### src/rtl/mode4_seq_pkg.sv
`default_nettype none
// ============================================================================
//  Module   : mode4_seq_pkg
//  Brief    : Shared state encoding and tree-depth constant for the mode4
//             adder-tree sequencer.
//  Revision : 1.0 - initial release
// ============================================================================
package mode4_seq_pkg;

    // Sequencer states (3-bit encoding shared with debug tooling)
    typedef enum logic [2:0] {
        ST_IDLE  = 3'd0,
        ST_CLEAR = 3'd1,
        ST_FEED  = 3'd2,
        ST_DRAIN = 3'd3,
        ST_DONE  = 3'd4
    } state_t;

    // Number of registered levels in the 4-input adder tree
    localparam int TREE_DEPTH = 3;

endpackage
`default_nettype wire

### src/rtl/mode4_run_pipe.sv
`default_nettype none
// ============================================================================
//  Module   : mode4_run_pipe
//  Brief    : Valid shift register that follows accepted groups down the
//             adder tree and produces the run enables for the later levels.
//  Revision : 1.0 - initial release
// ============================================================================
module mode4_run_pipe (
    input  logic clk,
    input  logic i_clr_n,
    input  logic i_accept,
    output logic o_stage1_run,
    output logic o_stage0_run
);
    import mode4_seq_pkg::*;

    // One valid flag per adder level after the input pair registers
    localparam int c_DEPTH = TREE_DEPTH - 1;

    logic [c_DEPTH-1:0] r_valid;

    // Shift the accept flag one level per cycle; bubbles travel as zeros
    always_ff @(posedge clk) begin
        if (!i_clr_n) begin
            r_valid <= '0;
        end else begin
            r_valid <= {r_valid[c_DEPTH-2:0], i_accept};
        end
    end

    assign o_stage1_run = r_valid[0];
    assign o_stage0_run = r_valid[c_DEPTH-1];

endmodule
`default_nettype wire

### src/rtl/mode4_tree_sequencer.sv
`default_nettype none
// ============================================================================
//  Module   : mode4_tree_sequencer
//  Brief    : Sequences a job of N four-word groups through the 3-stage
//             pipelined FP adder tree: clears the accumulator, accepts groups
//             with valid/ready, drives per-stage run enables and pulses done
//             once the final sum sits at the tree output.
//  Options  : MODE4_TREE_SEQ_PERF_EN adds busy/stall performance counters.
//  Revision : 1.0 - initial release
// ============================================================================
module mode4_tree_sequencer #(
    parameter int CNT_W  = 8
`ifdef MODE4_TREE_SEQ_PERF_EN
    ,
    parameter int PERF_W = 16
`endif
) (
    input  logic             clk,
    input  logic             reset,
    input  logic             start,
    input  logic [CNT_W-1:0] num_groups,
    input  logic             in_valid,
    output logic             in_ready,
    output logic             stage2_run,
    output logic             stage1_run,
    output logic             stage0_run,
    output logic             tree_clear,
    output logic             busy,
    output logic             done,
    output logic [CNT_W-1:0] groups_accepted
`ifdef MODE4_TREE_SEQ_PERF_EN
    ,
    output logic [PERF_W-1:0] perf_busy_cycles,
    output logic [PERF_W-1:0] perf_stall_cycles
`endif
);
    import mode4_seq_pkg::*;

    state_t             r_state;
    logic [CNT_W-1:0]   r_n_q;
    logic [CNT_W-1:0]   r_groups;
    logic               r_tree_clear;
    logic               r_busy;
    logic               r_done;

    logic               w_accept;
    logic               w_v1;
    logic               w_v0;

    // Group transfer happens only while feeding and upstream is valid
    assign w_accept = in_valid && (r_state == ST_FEED);

    mode4_run_pipe u_run_pipe (
        .clk          (clk),
        .i_clr_n      (reset),
        .i_accept     (w_accept),
        .o_stage1_run (w_v1),
        .o_stage0_run (w_v0)
    );

    // Job control FSM with registered clear/busy/done and group counter
    always_ff @(posedge clk) begin
        if (!reset) begin
            r_state      <= ST_IDLE;
            r_n_q        <= '0;
            r_groups     <= '0;
            r_tree_clear <= 1'b1;
            r_busy       <= 1'b0;
            r_done       <= 1'b0;
        end else begin
            r_tree_clear <= 1'b0;
            r_done       <= 1'b0;
            case (r_state)
                ST_IDLE: begin
                    if (start) begin
                        r_n_q        <= num_groups;
                        r_groups     <= '0;
                        r_tree_clear <= 1'b1;
                        r_busy       <= 1'b1;
                        r_state      <= ST_CLEAR;
                    end
                end
                ST_CLEAR: begin
                    // A zero-length job skips straight to done with a cleared tree
                    if (r_n_q != '0) begin
                        r_state <= ST_FEED;
                    end else begin
                        r_state <= ST_DONE;
                        r_done  <= 1'b1;
                    end
                end
                ST_FEED: begin
                    if (w_accept) begin
                        r_groups <= r_groups + 1'b1;
                        if (r_groups == r_n_q - 1'b1) begin
                            r_state <= ST_DRAIN;
                        end
                    end
                end
                ST_DRAIN: begin
                    // Once the second level is empty, the last add is in stage 0 now
                    if (!w_v1) begin
                        r_state <= ST_DONE;
                        r_done  <= 1'b1;
                    end
                end
                ST_DONE: begin
                    r_busy  <= 1'b0;
                    r_state <= ST_IDLE;
                end
                default: begin
                    r_busy  <= 1'b0;
                    r_state <= ST_IDLE;
                end
            endcase
        end
    end

    assign in_ready        = (r_state == ST_FEED);
    assign stage2_run      = w_accept;
    assign stage1_run      = w_v1;
    assign stage0_run      = w_v0;
    assign tree_clear      = r_tree_clear;
    assign busy            = r_busy;
    assign done            = r_done;
    assign groups_accepted = r_groups;

`ifdef MODE4_TREE_SEQ_PERF_EN
    logic [PERF_W-1:0] r_perf_busy;
    logic [PERF_W-1:0] r_perf_stall;

    // Saturating busy and stall counters, restarted by each accepted start
    always_ff @(posedge clk) begin
        if (!reset) begin
            r_perf_busy  <= '0;
            r_perf_stall <= '0;
        end else if ((r_state == ST_IDLE) && start) begin
            r_perf_busy  <= '0;
            r_perf_stall <= '0;
        end else begin
            if (r_busy && (r_perf_busy != '1)) begin
                r_perf_busy <= r_perf_busy + 1'b1;
            end
            if ((r_state == ST_FEED) && !in_valid && (r_perf_stall != '1)) begin
                r_perf_stall <= r_perf_stall + 1'b1;
            end
        end
    end

    assign perf_busy_cycles  = r_perf_busy;
    assign perf_stall_cycles = r_perf_stall;
`endif

endmodule
`default_nettype wire

### config.mk
export PLATFORM = sky130hd
export DESIGN_NAME = mode4_tree_sequencer
export DESIGN_NICKNAME = d
export VERILOG_FILES = /design/src/rtl/mode4_seq_pkg.sv /design/src/rtl/mode4_run_pipe.sv /design/src/rtl/mode4_tree_sequencer.sv
export SDC_FILE = /design/constraint.sdc
export NUM_CORES = 1
export LEC_CHECK = 0
export BUFFER_PORTS_ARGS = -buffer_cell sky130_fd_sc_hd__buf_2
export CAP_MARGIN = 20
export CORE_MARGIN = 5
export CORE_UTILIZATION = 50
export DETAILED_ROUTE_END_ITERATION = 8
export GPL_ROUTABILITY_DRIVEN = 0
export PLACE_DENSITY = 0.74
export SYNTH_ARGS = -nofsm -noshare
export SYNTH_HDL_FRONTEND = slang
export SYNTH_SLANG_ARGS = --single-unit
### constraint.sdc
create_clock -name clk -period 2.87 [get_ports clk]
set_input_delay 0.574 -clock clk [delete_from_list [all_inputs] [get_ports clk]]
set_output_delay 0.574 -clock clk [all_outputs]
set_load 0.01 [all_outputs]
# --- Word-level counts from Yosys, hierarchy flattened ---
# Cells that the tools add are included.
op_classes:
  addsub: 2
  eq_ne: 8
  n_mux: 16
  n_bitwise: 1
  n_reduce_logical: 9
ops:
  columns: ["operator", "count"]
  rows:
  - ["two-way mux 8 bit", 2]
  - ["one-hot mux 8 bit (2 select lines)", 1]
  - ["two-way mux 3 bit", 5]
  - ["one-hot mux 3 bit (4 select lines)", 1]
  - ["adder 8 x 1 -> 8 bit, second input constant", 1]
  - ["== test 8 bit", 1]
  - ["nonzero test 8 bit", 1]
  - ["subtractor 8 x 1 -> 8 bit, second input constant", 1]
  - ["== test 3 x 2 -> 1 bit, second input constant", 2]
  - ["two-way mux 1 bit", 5]
  - ["inequality test 2 x 1 -> 1 bit, second input constant", 2]
  - ["inequality test 2 bit, second input constant", 2]
  - ["one-hot mux 1 bit (2 select lines)", 2]
  - ["AND reduction 2 bit", 2]
  - ["AND reduction 4 bit", 1]
  - ["== test 3 x 1 -> 1 bit, second input constant", 1]
  - ["logical NOT 3 bit", 1]
  - ["AND reduction 3 bit", 1]
  - ["OR reduction 3 bit", 1]
  - ["nonzero test 2 bit", 1]
  - ["logical AND 1 bit", 1]
  - ["NOT 1 bit", 1]
totals:
  ff_bits: 24
  in_bits: 12
  output_inout_bits: 15

# --- Depth between registers and ports, before layout ---
# Gate-level depths: netlist (run 1).
depth:
  depth_word: 5
  ltp_mapped: 7
  depth_no_buf: 7

# --- Hierarchy ---
# Synthesis (run 1) repeated with hierarchy kept, for this count alone.
unflattened:
  hier_cells: 138
  area_unflattened_um2: 1197.4
by_module_without_submodules:
  columns: ["mod", "instances", "cells_per_inst", "area_each_um2"]
  rows:
  - ["mode4_tree_sequencer", 1, 134, 1144.8]
  - ["mode4_run_pipe", 1, 4, 52.6]

# --- Worst setup path before layout (run 1) ---
# No wires, ideal clock.
synth_timing:
  path_type: "reg2reg"
  start: "reg r_n_q[0]"
  end: "reg r_state[0]"
  setup_time_ns: 0.092
  arrival_ns: 1.574
  t_required_ns: 2.778
  path_slack_ns: 1.204
  path_stages_with_launch: 7
  cell_sequence: "dfxtp_1 > inv_1 > ha_1 > xor2_1 > nand4_1 > or3_1 > o32ai_1"
synth_via:
  elab_chain_cells: 4
synth_rtl:
  columns: ["item", "line", "source"]
  rows:
  - ["start, declared", "mode4_tree_sequencer.sv:40", "logic [CNT_W-1:0] r_n_q;"]
  - ["start signal, assigned", "mode4_tree_sequencer.sv:76", "r_n_q <= num_groups;"]
  - ["subtractor 8 x 1 -> 8 bit", "mode4_tree_sequencer.sv:95", "if (r_groups == r_n_q - 1'b1) begin"]
  - ["== test 8 bit", "mode4_tree_sequencer.sv:95", null]
  - ["inequality test 2 x 1 -> 1 bit (no source line)", null, null]
  - ["AND reduction 4 bit (no source line)", null, null]
  - ["end signal, assigned", "mode4_tree_sequencer.sv:96", "r_state <= ST_DRAIN;"]
  - ["end signal, assigned", "mode4_tree_sequencer.sv:103", "r_state <= ST_DONE;"]
  - ["end signal, assigned", "mode4_tree_sequencer.sv:109", "r_state <= ST_IDLE;"]
  - ["end, declared", "mode4_tree_sequencer.sv:39", "state_t r_state;"]
# No other way between the ends.
# A chain may end at the register's enable or synchronous reset.

# --- Worst setup path in the final report (run 1) ---
layout_timing:
  start: "reg r_state[0]"
  end: "out stage2_run"
layout_via:
  elab_chain_cells: 2
layout_rtl:
  columns: ["item", "line", "source"]
  rows:
  - ["start signal, assigned", "mode4_tree_sequencer.sv:64", "r_state <= ST_IDLE;"]
  - ["start signal, assigned", "mode4_tree_sequencer.sv:80", "r_state <= ST_CLEAR;"]
  - ["start signal, assigned", "mode4_tree_sequencer.sv:86", "r_state <= ST_FEED;"]
  - ["== test 3 x 2 -> 1 bit", "mode4_tree_sequencer.sv:51", "assign w_accept = in_valid && (r_state == ST_FEED);"]
  - ["logical AND 1 bit", "mode4_tree_sequencer.sv:51", null]
  - ["end, declared", "mode4_tree_sequencer.sv:24", "output logic stage2_run,"]
# No other way between the ends.

==> qor_table.md, run 1 <==
| Item | This run | Unit |
| --- | --- | --- |
| Number of antenna-violating nets in the routed design | 0 | - |
| Setup Slack @ Placement | 0.986 | ns |
| Post-Route Skew | 0.00936 | ns |
| Number of instances resized during post-cts repair | 0 | - |
| Transition time of the tightest slew-check pin | 0.830 | ns |
| Min setup slack post-route | 0.854 | ns |
| Worst-path clk slew | 0.14 | ns |
| Share of the clock period used by the worst path after layout | 0.702 | - |
| Register bit count reported by yosys | 24 | - |
| Starting density of the core | 0.533 | - |
| Status | completed | - |
| Wire length of the first global-routing pass | 4.46 | mm |
| Setup slack of the worst register-to-register path | 1.00 | ns |
| Sequential element share of the synthesized area | 0.404 | - |
| Worst setup path class | reg2out | - |
| # diodes | 0 | - |
| Final number of hold-violating endpoints | 0 | - |
| CTS Root Cell | sky130_fd_sc_hd__clkbuf_4 | - |
| Share of layout cells above drive strength 1 | 0.199 | - |
| Detail Placement HPWL | 1.94 | mm |
| Number of violations reported at the end of detailed-routing iteration 0 | 17 | - |
| Number of nets in the layout | 182 | - |
| Clk sink count | 24 | - |
| Largest vdd supply drop | 419 | uV |
| Area Growth Syn to Fin | 17.0 | % |
| Number of instances in the synthesized netlist | 140 | - |
| Kind of path behind the tightest hold check | in2reg | - |
| Endpoint of the most critical setup path | stage2_run | - |
| Leak pwr | 0.586 | nW |
| Post-detailed-route via-to-cell ratio | 5.39 | - |
| Data arrival time of the critical path | 1.44 | ns |
| Launch point of the critical path | r_state[0] | - |
| Total of max-cap violations | 0 | - |
| Y dimension of the die | 58.8 | um |
| Hold-fix buffer count after cts | 0 | - |
| Combined area of all synthesized cells | 1190 | um^2 |
| Slew HR | 0.442 | - |
| Nature of the critical path endpoint | output port | - |
| Post-CTS repair timing setup buffer count | 0 | - |
| Number of antenna violations at the first check in global routing | 0 | - |
| TritonCTS clock tree | yes | - |
| Fmax | 496 | MHz |
| Number of buffers on the longest clock path | 2 | - |
| Count of H-tree levels built during CTS | 1 | - |
| Synthesized net count | 155 | - |
| Required time of the critical path | 2.30 | ns |
| Number of buffers added by the clock tree synthesis step | 3 | - |
| Floorplan row count | 17 | - |
| RSZ-0062 raised after global routing | no | - |
| Synth warnings | 0 | - |
| Post-detailed-route DRC marker count | 0 | - |
| Overflow after GRT | 0 | - |
| Boundary Pins | 27 | - |
| Worst flop-to-flop path endpoint | r_state[0] | - |
| Worst r2r path cells | 6 | - |
| Routed len/inst | 13.2 | um |
| Total power per unit cell area | 544 | nW/um^2 |
| Hold_sp | num_groups[4] | - |
| Global-route usage over all layers | 0.164 | - |
| Mean instance size in the synthesized netlist | 8.50 | um^2 |
| Placeable core region | 2230 | um^2 |
| Startpoint Class | flip-flop | - |
| Library cells used by synthesis | 28 | - |
| Tmin final | 2.02 | ns |
| Layout Utilization | 0.624 | - |
| Highest net fanout along the worst path | 9 | - |
| Max-slew violation total from the final report | 0 | - |
| Detailed-route via count | 1045 | - |
| Sum of negative setup slack | 0 | ns |
| Input/output buffers | 26 | - |
| Die Outline Area | 3460 | um^2 |
| Clk Latency, worst-skew pair | 0.32 | ns |
| Die outline width | 58.8 | um |
| Largest net degree at the start of global routing | 16 | - |
| Worst R2R Start | r_n_q[0] | - |
| Number of setup violations in the final report | 0 | - |
| Final routed wirelength across all metal layers | 2.57 | mm |
| Number of global-route vias before repair | 1010 | - |
| Total iterations of the first detailed-routing run | 4 | - |
==> registers in the layout, indices dropped and copies added, names as in the netlist <==
signal	flops
busy	1
groups_accepted	8
r_n_q	8
tree_clear	1
r_state	3
u_run_pipe.r_valid	2
done	1
==> area by class of cell <==
cell class                      count  area (um^2)
Timing Repair Buffer               26          130
Clock buffer                        3         22.5
Inverter                            5         18.8
Sequential cell                    24          480
Tap cell                           28         35.0
Clock inverter                      1         30.0
Multi-Input combinational cell    107          676
Fill cell                         215          841
==> worst max-delay path, stage by stage, from the launching register on <==
cell	delay, ns
sky130_fd_sc_hd__dfxtp_1	0.56
sky130_fd_sc_hd__nor2_1	0.09
sky130_fd_sc_hd__and2_1	0.19
sky130_fd_sc_hd__nand2_1	0.10
sky130_fd_sc_hd__inv_1	0.05
sky130_fd_sc_hd__buf_2	0.13
==> layer usage <==
metal,vias up,part of all wire,global-route usage,wire [um]
met1,483,0.43,0.199,1120
li1,529,-,-,-
met5,-,0,0,0
met2,27,0.49,0.285,1250
met4,0,0.016,0.0485,41
met3,6,0.062,0.0395,159
==> synth_stat cells <==
cell type | instances | area (um^2)
sky130_fd_sc_hd__mux2_2 | 1 | 11.3
sky130_fd_sc_hd__nor2_1 | 11 | 41.3
sky130_fd_sc_hd__nand3b_1 | 2 | 15.0
sky130_fd_sc_hd__inv_1 | 5 | 18.8
sky130_fd_sc_hd__dfxtp_1 | 24 | 480
sky130_fd_sc_hd__o32ai_1 | 1 | 8.76
sky130_fd_sc_hd__mux2i_1 | 2 | 20.0
sky130_fd_sc_hd__a21boi_1 | 2 | 15.0
sky130_fd_sc_hd__clkbuf_1 | 4 | 15.0
sky130_fd_sc_hd__nand2b_1 | 5 | 31.3
sky130_fd_sc_hd__and3_1 | 1 | 6.26
sky130_fd_sc_hd__nand2_1 | 22 | 82.6
sky130_fd_sc_hd__or3_1 | 3 | 18.8
sky130_fd_sc_hd__a2bb2oi_1 | 1 | 8.76
sky130_fd_sc_hd__o21ai_0 | 1 | 5.00
sky130_fd_sc_hd__ha_1 | 3 | 37.5
sky130_fd_sc_hd__a21boi_0 | 8 | 60.1
sky130_fd_sc_hd__a31oi_1 | 3 | 18.8
sky130_fd_sc_hd__nor3_4 | 1 | 16.3
sky130_fd_sc_hd__xnor2_1 | 9 | 78.8
sky130_fd_sc_hd__and2_1 | 4 | 25.0
sky130_fd_sc_hd__nor3_2 | 1 | 10.0
sky130_fd_sc_hd__nor4_1 | 4 | 25.0
sky130_fd_sc_hd__nand3_1 | 5 | 25.0
sky130_fd_sc_hd__a21oi_1 | 3 | 15.0
sky130_fd_sc_hd__nor3_1 | 4 | 20.0
sky130_fd_sc_hd__nand4_1 | 3 | 18.8
sky130_fd_sc_hd__xor2_1 | 7 | 61.3
==> report_power, final <==
group	total [W]	leakage, nW	switching [W]	internal (W)
clock network	0.000245	0.0279	0.000104	0.000141
logic	0.000140	0.362	0.0000742	0.0000659
registers	0.000372	0.196	0.0000221	0.000350
==> worst min path at each step <==
stage / cells after the start / end / slack (ns)
6_report: 3 / r_n_q[4] / 0.47
5_1_grt: 3 / r_n_q[6] / 0.46
4_1_cts: 3 / r_n_q[6] / 0.47
3_5_place_dp: 2 / busy / 0.46
3_3_place_gp: 2 / busy / 0.45
2_1_floorplan: 2 / r_n_q[6] / 0.47
==> layout by cell type (no fill, tap or decap) <==
cell type,instances
sky130_fd_sc_hd__buf_2,26
sky130_fd_sc_hd__inv_1,5
sky130_fd_sc_hd__nor2_1,11
sky130_fd_sc_hd__nor4_1,4
sky130_fd_sc_hd__or3_1,3
sky130_fd_sc_hd__nor3_1,4
sky130_fd_sc_hd__nand3_1,5
sky130_fd_sc_hd__ha_1,3
sky130_fd_sc_hd__nand2b_1,5
sky130_fd_sc_hd__mux2_2,1
sky130_fd_sc_hd__dfxtp_1,24
sky130_fd_sc_hd__o21ai_0,1
sky130_fd_sc_hd__nand2_1,22
sky130_fd_sc_hd__a21boi_0,8
sky130_fd_sc_hd__a2bb2oi_1,1
sky130_fd_sc_hd__xnor2_1,9
sky130_fd_sc_hd__nor3_4,1
sky130_fd_sc_hd__a31oi_1,3
sky130_fd_sc_hd__xor2_1,7
sky130_fd_sc_hd__bufinv_16,1
sky130_fd_sc_hd__mux2i_1,2
sky130_fd_sc_hd__and3_1,1
sky130_fd_sc_hd__nor3_2,1
sky130_fd_sc_hd__clkbuf_4,3
sky130_fd_sc_hd__nand4_1,3
sky130_fd_sc_hd__and2_1,4
sky130_fd_sc_hd__nand3b_1,2
sky130_fd_sc_hd__o32ai_1,1
sky130_fd_sc_hd__a21oi_1,3
sky130_fd_sc_hd__a21boi_1,2
==> cell families (layout without fill, tap and decap cells) <==
family,Yosys count,in the layout,synth area share
muxes,3,3,0.0263
AOI/OAI and AO/OA,19,19,0.110
adders and majority gates,3,3,0.0315
buffers and inverters,9,35,0.0284
xor gates and xnor gates,16,16,0.118
DFF,24,24,0.404
and+or+nand+nor,66,66,0.282
==> stage by stage <==
step / cell area (um^2) / total power (W) / instances / hold slack (ns)
5_1_grt: 1390 / 0.000799 / 194 / 0.459
6_report: 1390 / 0.000758 / 194 / 0.474
2_1_floorplan: 1190 / 0.000482 / 140 / 0.470
4_1_cts: 1390 / 0.000764 / 194 / 0.472
3_5_place_dp: 1340 / 0.000521 / 190 / 0.460
3_3_place_gp: 1340 / 0.000514 / 190 / 0.448
No activity file was read; power rests on OpenSTA's default activity.
==> run 2: changes to the inputs <==
- ABC_AREA: unset -> 1
- CORE_UTILIZATION: 50 -> 48
- PLACE_DENSITY: 0.74 -> 0.73
- clock period: 2.87 -> 1.85 ns (I/O delays scaled with it)
==> run 2 against run 1 <==
Net effect:
- combinational power grew to 7.9 times the previous value
- utilization is 3.2 points lower
- first-iteration DRC count grew to 4.3 times the previous value
- count of clock-buffer cells in the layout is 1 higher
- via count is 23% higher
- synthesized area is 8.0% higher
- total power grew to 2.8 times the previous value
- final area is 7.2% higher
- wire length is 17% higher
- final cell count is 29% higher
- sequential share of layout area is 2.3 points lower
- critical path type unchanged
- highest routed layer unchanged
==> qor_table.md, run 2 <==
| Item | This run | Unit | vs previous |
| --- | --- | --- | --- |
| Nature of the critical path endpoint | output port | - |  |
| Leak pwr | 0.739 | nW | +26% |
| Fmax | 584 | MHz |  |
| Combined area of all synthesized cells | 1280 | um^2 | +8.0% |
| Required time of the critical path | 1.48 | ns | -0.82 ns |
| Number of antenna-violating nets in the routed design | 0 | - | unchanged |
| Starting density of the core | 0.509 | - | -0.0233 |
| Highest net fanout along the worst path | 7 | - | -2 |
| Most common cell after layout, fill and taps aside | sky130_fd_sc_hd__nand2_1 | - |  |
| Sequential power share | 0.353 | - | -0.138 |
| Setup slack of the worst register-to-register path | 0.16 | ns | -0.84 ns |
| Worst r2r path cells | 12 | - | +6 |
| TritonCTS clock tree | yes | - |  |
| Boundary Pins | 27 | - | unchanged |
| Y dimension of the die | 61.7 | um | +5.0% |
| CTS Root Cell | sky130_fd_sc_hd__clkbuf_4 | - |  |
| Clk sink count | 24 | - | unchanged |
| Synth warnings | 0 | - | unchanged |
| Combinational Power Share | 0.515 | - | +0.330 |
| Hold-fix buffer count after cts | 0 | - | unchanged |
| Library cells used by synthesis | 25 | - | -11% |
| Die outline width | 61.7 | um | +5.0% |
| Area Growth Syn to Fin | 16.2 | % |  |
| Most used cells in the layout excluding fill and tap cells | 46 x sky130_fd_sc_hd__nand2_1, 26 x sky130_fd_sc_hd__buf_2, 25 x sky130_fd_sc_hd__inv_1, 24 x sky130_fd_sc_hd__dfxtp_1, 20 x sky130_fd_sc_hd__a21oi_1 | - |  |
| Data arrival time of the critical path | 1.34 | ns | -0.10 ns |
| Post-synth top area share | 0.374 | - | -0.0299 |
| Worst hold slack after final layout | 0.312 | ns | -0.162 ns |
| Largest net degree at the start of global routing | 18 | - | +2 |
| Worst R2R Start | r_n_q[0] | - |  |
| Routed len/inst | 12.0 | um | -9.3% |
| Final number of hold-violating endpoints | 0 | - | unchanged |
| Synthesized net count | 206 | - | +33% |
| Min setup slack post-route | 0.138 | ns | -0.716 ns |
| Number of enable-type register cells in the synthesized netlist | 0 | - | unchanged |
| Die Outline Area | 3810 | um^2 | +10% |
| Largest vdd supply drop | 882 | uV | +110% |
| Main area contributors after synthesis | sky130_fd_sc_hd__dfxtp_1 37%, sky130_fd_sc_hd__nand2_1 13%, sky130_fd_sc_hd__a21oi_1 7.8%, sky130_fd_sc_hd__inv_1 7.3%, sky130_fd_sc_hd__o21ai_0 5.8% | - |  |
| Internal Power | 0.00115 | W | +110% |
| Share of the clock period used by the worst path after layout | 0.925 | - |  |
| Total iterations of the first detailed-routing run | 6 | - | +2 |
| Number of violations reported at the end of detailed-routing iteration 0 | 73 | - | +56 |
| Status | completed | - |  |
| Post-Route Skew | 0.00310 | ns | -0.00626 ns |
| Count of H-tree levels built during CTS | 1 | - | unchanged |
| Number of nets in the layout | 236 | - | +30% |
| Post-detailed-route DRC marker count | 0 | - | unchanged |
| Total power per unit cell area | 1430 | nW/um^2 | +160% |
| Register bit count reported by yosys | 24 | - | unchanged |
| Number of instances in the synthesized netlist | 191 | - | +36% |
| Final routed wirelength across all metal layers | 3.00 | mm | +17% |
| Kind of path behind the tightest hold check | in2reg | - |  |
| Mean instance size in the synthesized netlist | 6.73 | um^2 | -21% |
| Share of layout cells above drive strength 1 | 0.205 | - | +0.00575 |
| Fraction of power consumed by the clock network | 0.132 | - | -0.192 |
| Psw | 0.000981 | W | +390% |
| Number of instances resized during post-cts repair | 0 | - | unchanged |
| Most frequent cell after synthesis | sky130_fd_sc_hd__nand2_1 | - |  |
| Sequential element share of the synthesized area | 0.374 | - | -0.0299 |
| Number of buffers added by the clock tree synthesis step | 3 | - | unchanged |
| Worst setup path class | reg2out | - |  |
| Transition time of the tightest slew-check pin | 0.306 | ns | -0.524 ns |
| RSZ-0062 raised after global routing | no | - |  |
| Layout Utilization | 0.592 | - | -0.0318 |
| Worst flop-to-flop path endpoint | done | - |  |
| Worst min-delay path endpoint | u_run_pipe.r_valid[0] | - |  |
| Startpoint Class | flip-flop | - |  |
| Number of buffers on the longest clock path | 2 | - | unchanged |
| # diodes | 0 | - | unchanged |
| Tmin final | 1.71 | ns |  |
| Number of antenna violations at the first check in global routing | 0 | - | unchanged |
| Post-synth top area cell | sky130_fd_sc_hd__dfxtp_1 | - |  |
| Worst-path clk slew | 0.13 | ns | about the same |
| Cells on Worst Hold Path | 3 | - | unchanged |
| Setup Slack @ Placement | 0.172 | ns | -0.814 ns |
| Predominant post-synthesis flop cell | sky130_fd_sc_hd__dfxtp_1 | - |  |
| Max-slew violation total from the final report | 0 | - | unchanged |
| Detailed-route via count | 1284 | - | +23% |
| Post-detailed-route via-to-cell ratio | 5.14 | - | -4.7% |
| Sum of negative setup slack | 0 | ns | unchanged |
| Most frequent cells after synthesis | 46 x sky130_fd_sc_hd__nand2_1, 25 x sky130_fd_sc_hd__inv_1, 24 x sky130_fd_sc_hd__dfxtp_1, 20 x sky130_fd_sc_hd__a21oi_1, 19 x sky130_fd_sc_hd__nor2_1 | - |  |
| Global-route usage over all layers | 0.180 | - | +0.0155 |
| Detail Placement HPWL | 2.31 | mm | +19% |
| Number of setup violations in the final report | 0 | - | unchanged |
| Proportion of register bits with asynchronous set or reset after synthesis | 0 | - | unchanged |
| Final Power | 0.00213 | W | +180% |
| Floorplan row count | 18 | - | +1 |
| Total of max-cap violations | 0 | - | unchanged |
| Slew HR | 0.796 | - | +0.354 |
| Number of global-route vias before repair | 1187 | - | +18% |
| Overflow after GRT | 0 | - | unchanged |
| Input/output buffers | 26 | - | unchanged |
| Clk Latency, worst-skew pair | 0.32 | ns | about the same |
| Placeable core region | 2520 | um^2 | +13% |
| Switching fraction of total power | 0.460 | - | +0.195 |
| Wire length of the first global-routing pass | 5.12 | mm | +15% |
| Hold_sp | in_valid | - |  |
| Post-CTS repair timing setup buffer count | 0 | - | unchanged |
run 2: changes by cell type after synthesis, sizes merged, moves of 5 or more:
cell	previous run	this run
nand2	22	49
a21boi	10	0
a21oi	3	20
xor2	7	1
xnor2	9	2
o21ai	1	17
inv	5	29
nor2	11	24
nand2b	5	0
run 2: how the worst max path moves through the flow:
stage	startpoint	to	slack (ns)	depth (start not counted)
4_1_cts	r_n_q[0]	r_state[2]	0.14	12
3_3_place_gp	r_n_q[1]	done	0.28	12
2_1_floorplan	r_n_q[0]	r_state[0]	0.34	13
6_report	r_state[2]	stage2_run	0.14	6
3_5_place_dp	r_n_q[0]	r_state[0]	0.17	13
5_1_grt	r_n_q[0]	r_state[0]	0.005	13
run 2: final cells by class:
type	count	area [um^2]
Clock buffer	4	36.3
Fill cell	241	1030
Inverter	29	109
Multi-Input combinational cell	136	692
Sequential cell	24	480
Tap cell	30	37.5
Timing Repair Buffer	27	138
run 2: routing by layer:
metal,global-route usage,vias to the layer above,share of wire
met3,0.0248,5,0.060
met1,0.245,570,0.47
met4,0.0727,0,0.015
li1,-,667,-
met5,0,-,0
met2,0.286,42,0.45
run 2: critical path, cell delays in order, from the launching register on:
cell	delay (ns)
sky130_fd_sc_hd__dfxtp_1	0.39
sky130_fd_sc_hd__nor2_4	0.14
sky130_fd_sc_hd__inv_2	0.08
sky130_fd_sc_hd__nor2_8	0.16
sky130_fd_sc_hd__nand2_4	0.08
sky130_fd_sc_hd__inv_1	0.05
sky130_fd_sc_hd__buf_2	0.12
run 2: power groups by stage:
stage	clock, W	sequential (W)	combinational (W)
finish	0.000281	0.000754	0.00110
global route	0.000309	0.000773	0.00125
CTS	0.000286	0.000750	0.00108
detailed placement	0	0.000763	0.00107
global placement	0	0.000757	0.00104
floorplan	0	0.000756	0.000816
run 2: logic make-up after synthesis:
| family | Yosys count | synth area share |
|---|---|---|
| DFF | 24 | 0.374 |
| xor gates and xnor gates | 3 | 0.0205 |
| AOI/OAI and AO/OA | 41 | 0.166 |
| buffers and inverters | 31 | 0.0906 |
| adders and majority gates | 3 | 0.0292 |
| and+or+nand+nor | 89 | 0.320 |
run 2: metrics by stage:
| stage | instance area [um^2] | instances |
|---|---|---|
| floorplan | 1280 | 191 |
| global placement | 1450 | 246 |
| detailed placement | 1450 | 246 |
| CTS | 1490 | 250 |
| global route | 1490 | 250 |
| finish | 1490 | 250 |
